--- config.mk ---
export PLATFORM = sky130hd
export DESIGN_NAME = demux1x8_buf
export DESIGN_NICKNAME = d
export VERILOG_FILES = /design/src/rtl/demux1x8_buf.sv
export SDC_FILE = /design/constraint.sdc
export NUM_CORES = 1
export LEC_CHECK = 0
export ABC_CLOCK_PERIOD_IN_PS = 3900
export CAP_MARGIN = 20
export CORE_UTILIZATION = 44
export DETAILED_ROUTE_END_ITERATION = 6
export PLACE_DENSITY = 0.75
export SYNTH_ARGS = -nofsm -noshare
export SYNTH_HDL_FRONTEND = slang
export SYNTH_SLANG_ARGS = --single-unit
--- constraint.sdc ---
create_clock -name clk -period 3.9 [get_ports clk]
set_input_delay 0.975 -clock clk [delete_from_list [all_inputs] [get_ports clk]]
set_output_delay 0.975 -clock clk [all_outputs]
set_load 0.1 [all_outputs]
--- src/rtl/demux1x8_buf.sv ---
// Registered 1-to-8 demultiplexer with one buffer slot per destination.
// Define DEMUX_BCAST_EN to add the in_bcast port, which writes one beat into all eight slots.
module demux1x8_buf #(
   parameter int WIDTH = 32
) (
   input  logic               clk,
   input  logic               rst,
   input  logic               in_valid,
   output logic               in_ready,
   input  logic [2:0]         in_sel,
   input  logic [WIDTH-1:0]   in_data,
`ifdef DEMUX_BCAST_EN
   input  logic               in_bcast,
`endif
   output logic [7:0]         out_valid,
   input  logic [7:0]         out_ready,
   output logic [8*WIDTH-1:0] out_data,
   output logic               busy
);

   logic [7:0] can_acc;
   logic [7:0] wr_en;
   logic       bcast;

`ifdef DEMUX_BCAST_EN
   assign bcast = in_bcast;
`else
   assign bcast = 1'b0;
`endif

   // A full slot can still take a beat in the same cycle that its destination drains it.
   assign can_acc = ~out_valid | out_ready;

   // NOTE: each signal gets a default at the top of the block, so no latch is inferred.
   always_comb begin
      in_ready = can_acc[in_sel];
      wr_en    = 8'h00;
      if (bcast && in_valid) begin
         in_ready = &can_acc;
      end
      if (in_valid && in_ready) begin
         wr_en = bcast ? 8'hFF : (8'h01 << in_sel);
      end
   end

   // NOTE: the payload slots are reset as well, because out_data must read as zero after reset.
   always_ff @(posedge clk) begin
      if (rst) begin
         out_valid <= 8'h00;
         out_data  <= '0;
      end else begin
         for (int k = 0; k < 8; k++) begin
            if (wr_en[k]) begin
               out_valid[k]                <= 1'b1;
               out_data[k*WIDTH +: WIDTH]  <= in_data;
            end else if (out_ready[k]) begin
               out_valid[k] <= 1'b0;
            end
         end
      end
   end

   assign busy = |out_valid;

endmodule

==> metrics.yaml, run 1 <==
outcome:
  run_status: "finished, final reports clean"
sta:
  fin_ws_ns: 0.422
  timing.fmax_mhz: 288
  finalCritPeriodShare_pct: 89.2
  rsz0062_at_grt: "false"
  tns_ns: 0
  slew_viol_final: 0
  final.min_clock_period_ns: 3.48
  worstMarginPinSlew_ns: 1.06
  finalHoldViolations: 0
  clock_skew_ns: 0.00629
  setup_viol: 0
  maxSlewHeadroom_pct: 29.4
  whs_ns: 0.475
global_routing:
  grt_start_max_net_pins: 127
  grt.overflow.total: 0
  track_usage_pct: 29.7
  grt_pass1_wl_mm: 56.4
  grt_pass1_vias: 9440
  antenna_found_initial: 0
detailed_routing:
  drc: 0
  routedWlPerCell_um: 20.9
  num_vias: 10600
  first_pass_iters: 7
  viasPerCell: 5.92
  wl_mm: 37.5
  drt_iter0_markers: 829
  final_antenna_net_count: 0
clock_network:
  cts.clk_slew.worst_paths_ns: 0.06
  cts-buffers-inserted: 28
  clk_path_buf_depth: 3
  clock_latency_ns: 0.54
  clk_root_buffer_cell: "clkbuf_16"
  post-cts-setup-buffer-count: 0
  htreeDepth: 1
  cts_hold_buf: 0
  cts.sinks: 264
  cts_resized: 0
  cts_tree: "yes"
logic_synthesis:
  synth_nets: 1301
  synth.area.top_cells: "dfxtp_1 50%, a21oi_1 13%, nand3_1 12%"
  ys_seq_elements: 264
  ys.flop_type: "dfxtp_1"
  ys_types: 24
  netlist_top_cells_count: "264 x a21oi_1, 264 x dfxtp_1, 256 x nand3_1"
  syn_inst: 1255
  synth_top_cell_by_area: "dfxtp_1"
  async_reset_ff_share_pct: 0
  seq_area_frac_synth_pct: 50.5
  synth_top_area_share_pct: 50.5
  synth_area_um2: 10500
  yosysWarnings: 0
  synth_edf_count: 0
  syn-mean-instance-area_um2: 8.34
floorplan:
  die_x_um: 156
  die_y_um: 156
  pin_count: 312
  dieArea_um2: 24400
  row_count: 56
  core_um2: 23400
  start_util_pct: 44.7
flow_run:
  cap_violations: 0
final_layout:
  drive_above_1_share_pct: 7.05
  final_core_util_pct: 61.3
  nNetsFinal: 1500
  final_area_um2: 14300
  stdcell_count: 1795
  num-fill-cells: 2032
  area.growth.synth_to_final_pct: 37.0
  diodes: 0
power:
  fin_total_pwr_mw: 6.46
  leakage_nw: 4.58
  ir_worst_vdd_uv: 333
  p_per_area_nw_per_um2: 451
worst_hold_path:
  hold_class: "reg2reg"
placed_design:
  io_buffers: 311
  place_congestion: 0.819
  dp_hpwl_mm: 24.2
  dp_cells: 1743
  dp_slack_ns: 0.423
  placed_area_um2: 13400
critical_path:
  critPathMaxFanout: 2
  path_delay_family: "buffers and inverters"
  r2r_end: "out_data[173]$_SDFFE_PP0P_"
  critical_path_class: "in2out"
  critPathCaptureType: "output pin"
  reg2reg_from: "out_valid[5]$_SDFFE_PP0P_"
  reg2reg_depth: 4
  path_depth: 5
  critPathArrivalTime_ns: 2.50
  slowest_stage: "clkdlybuf4s50_1"
  crit_chain: "clkdlybuf4s50_1, nor2b_2, mux4_2, mux2i_2, buf_12"
  max_stage_delay_ns: 0.53
  crit_path_start_kind: "input pin"
  path_buf_inv: 2
  cp.required_ns: 2.92
  r2r_slack_ns: 2.35
  crit_end: "in_ready"
  cp-startpoint: "out_ready[5]"
[routing by layer]
layer  GRT usage (%)  vias to the layer above  wire length [um]
met4            13.7                        0              1530
met2            47.4                      611             17700
met1            39.1                     5056             15100
li1                -                     4866                 -
met3            5.26                       99              3170
met5               0                        -                 0
[flip-flops by register name, indices dropped and copies added (netlist names)]
| signal | cells |
|---|---|
| out_data | 256 |
| out_valid | 8 |
[tightest hold or removal path: cells and delay by family (launching register included)]
kind	cells	cell delay, ns
AO/OA/AOI/OAI	2	0.12
flip-flops	1	0.30
[cells by family after synthesis]
group / Yosys count / share of synthesized area (%)
compound gates: 520 / 24.9
buf+inv: 177 / 9.05
simple gates: 291 / 15.1
mux: 3 / 0.526
flops: 264 / 50.5
[power by group]
part	total (mW)	leakage [nW]	internal, mW	switching (mW)
clock network	2.78	0.481	1.67	1.11
registers	2.79	2.14	2.75	0.0327
logic	0.888	1.97	0.202	0.686
[layout by cell type, fill, tap and decap left out, drive strengths merged]
cell / instances
and4b: 3
nand4b: 3
nand2b: 8
nand2: 1
bufinv: 3
mux4: 2
clkdlybuf4s50: 308
mux2i: 1
clkbuf: 38
clkinv: 9
a21oi: 264
buf: 37
nor2b: 8
nand3: 256
nor4: 2
nand4bb: 3
clkinvlp: 3
or4b: 1
o21ai: 256
dfxtp: 264
nor4b: 1
and4: 1
nand4: 1
and4bb: 3
[worst min-delay path by stage]
stage | from | slack [ns] | depth (start not counted) | endpoint
after floorplan | out_data[0]$_SDFFE_PP0P_ | 0.94 | 2 | out_data[0]$_SDFFE_PP0P_
after global placement | out_data[223]$_SDFFE_PP0P_ | 0.46 | 2 | out_data[223]$_SDFFE_PP0P_
after detailed placement | out_data[144]$_SDFFE_PP0P_ | 0.47 | 2 | out_data[144]$_SDFFE_PP0P_
after CTS | out_data[144]$_SDFFE_PP0P_ | 0.47 | 2 | out_data[144]$_SDFFE_PP0P_
after global routing | out_data[18]$_SDFFE_PP0P_ | 0.49 | 2 | out_data[18]$_SDFFE_PP0P_
final | out_data[68]$_SDFFE_PP0P_ | 0.47 | 2 | out_data[68]$_SDFFE_PP0P_
[cell type report]
type | instances | area [um2] | share of cell area [%]
multi-input cells | 814 | 4260 | 29.7
repair buffers | 346 | 3410 | 23.8
clock buffers | 37 | 816 | 5.69
flip-flops and latches | 264 | 5290 | 36.9
well taps | 319 | 399 | 2.78
clock inverters | 15 | 165 | 1.15
(Power assumes the default switching activity.)
==> run 2, diff against run 1 <==
- CORE_UTILIZATION: 44 -> 50
- PLACE_DENSITY: 0.75 -> 0.84
==> run 2 against run 1 <==
Critical path depth is 1 lower. First-iteration DRC count grew 26%. Sequential power is essentially flat. Count of clock-buffer cells in the layout rose by 3. Combinational power barely moved. Worst setup slack got worse by 0.16 ns. Final cell count shrank 3.0%. Total power decreased by 1.3%. Sequential share of layout area is 0.36 points higher. Utilization up 8.5 points. Flip-flop and latch count did not move. Maximum frequency shrank 4.5%. Largest power group unchanged.
==> metrics.yaml, run 2 (same netlist as run 1, synthesis figures left out) <==
outcome:
  run_status: "finished, final reports clean"
clock_network:
  cts.sinks: 264
  cts.clk_slew.worst_paths_ns: 0.06
  cts_hold_buf: 0
  post-cts-setup-buffer-count: 0
  cts_tree: "yes"
  clk_root_buffer_cell: "clkbuf_16"
  cts_resized: 0
  clk_path_buf_depth: 3
  cts-buffers-inserted: 27
  htreeDepth: 1
  clock_latency_ns: 0.53
sta:
  setup_viol: 0
  finalHoldViolations: 0
  final.min_clock_period_ns: 3.64
  whs_ns: 0.473
  rsz0062_at_grt: "false"
  maxSlewHeadroom_pct: 28.2
  clock_skew_ns: 0.0170
  worstMarginPinSlew_ns: 1.07
  fin_ws_ns: 0.258
  slew_viol_final: 0
  tns_ns: 0
  timing.fmax_mhz: 275
  finalCritPeriodShare_pct: 93.4
critical_path:
  critPathCaptureType: "output pin"
  crit_end: "in_ready"
  cp.required_ns: 2.92
  crit_path_start_kind: "input pin"
  cp-startpoint: "in_sel[1]"
  reg2reg_depth: 4
  reg2reg_from: "out_valid[0]$_SDFFE_PP0P_"
  critPathMaxFanout: 11
  r2r_slack_ns: 2.32
  critPathArrivalTime_ns: 2.67
  critical_path_class: "in2out"
  r2r_end: "out_data[26]$_SDFFE_PP0P_"
final_layout:
  stdcell_count: 1742
  layout_common_cells: "307 x clkdlybuf4s50_1, 264 x a21oi_1, 264 x dfxtp_1"
  regMostFlops: "out_data"
  layout_commonest_cell: "clkdlybuf4s50_1"
  largest_reg_flops: 256
  drive_above_1_share_pct: 6.45
  diodes: 0
  nNetsFinal: 1499
  top_regs: "out_data (256), out_valid (8)"
  area.growth.synth_to_final_pct: 35.6
detailed_routing:
  wl_mm: 37.6
  final_antenna_net_count: 0
  num_vias: 10800
  first_pass_iters: 6
  drc: 0
  viasPerCell: 6.18
  routedWlPerCell_um: 21.6
  drt_iter0_markers: 1048
worst_hold_path:
  hold_class: "reg2reg"
power:
  swShare_pct: 28.0
  p_per_area_nw_per_um2: 449
  intPower_mw: 4.59
  leakage_nw: 4.55
  p_seq_share_pct: 43.7
  fin_total_pwr_mw: 6.38
  combPwrFrac_pct: 14.0
  ir_worst_vdd_uv: 343
  power.share.clock_pct: 42.3
  p_sw_mw: 1.78
floorplan:
  core_um2: 20400
  die_y_um: 147
  dieArea_um2: 21500
  start_util_pct: 51.4
  die_x_um: 147
  pin_count: 312
  row_count: 52
placed_design:
  dp_cells: 1694
  dp_slack_ns: 0.257
  io_buffers: 311
  dp_hpwl_mm: 24.3
  place_congestion: 0.825
global_routing:
  grt_pass1_wl_mm: 57.1
  antenna_found_initial: 1
  grt.overflow.total: 0
  grt_pass1_vias: 9798
  grt_start_max_net_pins: 100
  track_usage_pct: 33.8
flow_run:
  cap_violations: 0
[run 2: worst min-delay path by stage]
stage | startpoint | endpoint | slack (ns) | cells after the start
floorplan | out_data[0]$_SDFFE_PP0P_ | out_data[0]$_SDFFE_PP0P_ | 0.94 | 2
global placement | out_data[152]$_SDFFE_PP0P_ | out_data[152]$_SDFFE_PP0P_ | 0.46 | 2
detailed placement | out_data[11]$_SDFFE_PP0P_ | out_data[11]$_SDFFE_PP0P_ | 0.47 | 2
CTS | out_data[11]$_SDFFE_PP0P_ | out_data[11]$_SDFFE_PP0P_ | 0.47 | 2
global route | out_data[95]$_SDFFE_PP0P_ | out_data[95]$_SDFFE_PP0P_ | 0.49 | 2
finish | out_data[73]$_SDFFE_PP0P_ | out_data[73]$_SDFFE_PP0P_ | 0.47 | 2
[run 2: per-stage QoR]
stage,util (%),cell area [um2]
finish,69.7,14200
global route,69.7,14200
CTS,69.7,14200
detailed placement,65.1,13300
global placement,65.1,13300
floorplan,-,10500
[run 2: layout make-up]
type	count	area, um2
clock buffer	40	774
clock inverter	8	158
sequential	264	5290
timing repair buffer	346	3380
fill	1648	6170
multi-input combinational	814	4260
tap	270	338
[run 2: power groups by stage]
stage | Clock (mW) | Combinational, mW | Sequential (mW)
2_1_floorplan | 0 | 0.239 | 3.25
3_5_place_dp | 0 | 0.881 | 2.84
6_report | 2.70 | 0.891 | 2.79
3_3_place_gp | 0 | 0.872 | 2.84
5_1_grt | 2.86 | 0.915 | 2.79
4_1_cts | 2.71 | 0.884 | 2.79
[run 2: routing by layer]
metal | routed length, um | share of wire, % | vias to the layer above | track usage, %
met3 | 3530 | 9.4 | 131 | 7.08
met4 | 2120 | 5.6 | 2 | 19.4
li1 | - | - | 4854 | -
met5 | 13 | 0.035 | - | 0
met2 | 17300 | 46 | 628 | 52.3
met1 | 14700 | 39 | 5153 | 43.7
[run 2: critical path: stages]
cell	delay, ns
clkdlybuf4s50_1	0.68
mux4_2	0.56
mux2i_2	0.22
buf_12	0.21
==> run 3, diff against run 2 <==
- CTS_CLUSTER_DIAMETER: unset -> 80
==> results of run 3 <==
No change in the layout: final DEF, timing and power equal those of run 2.
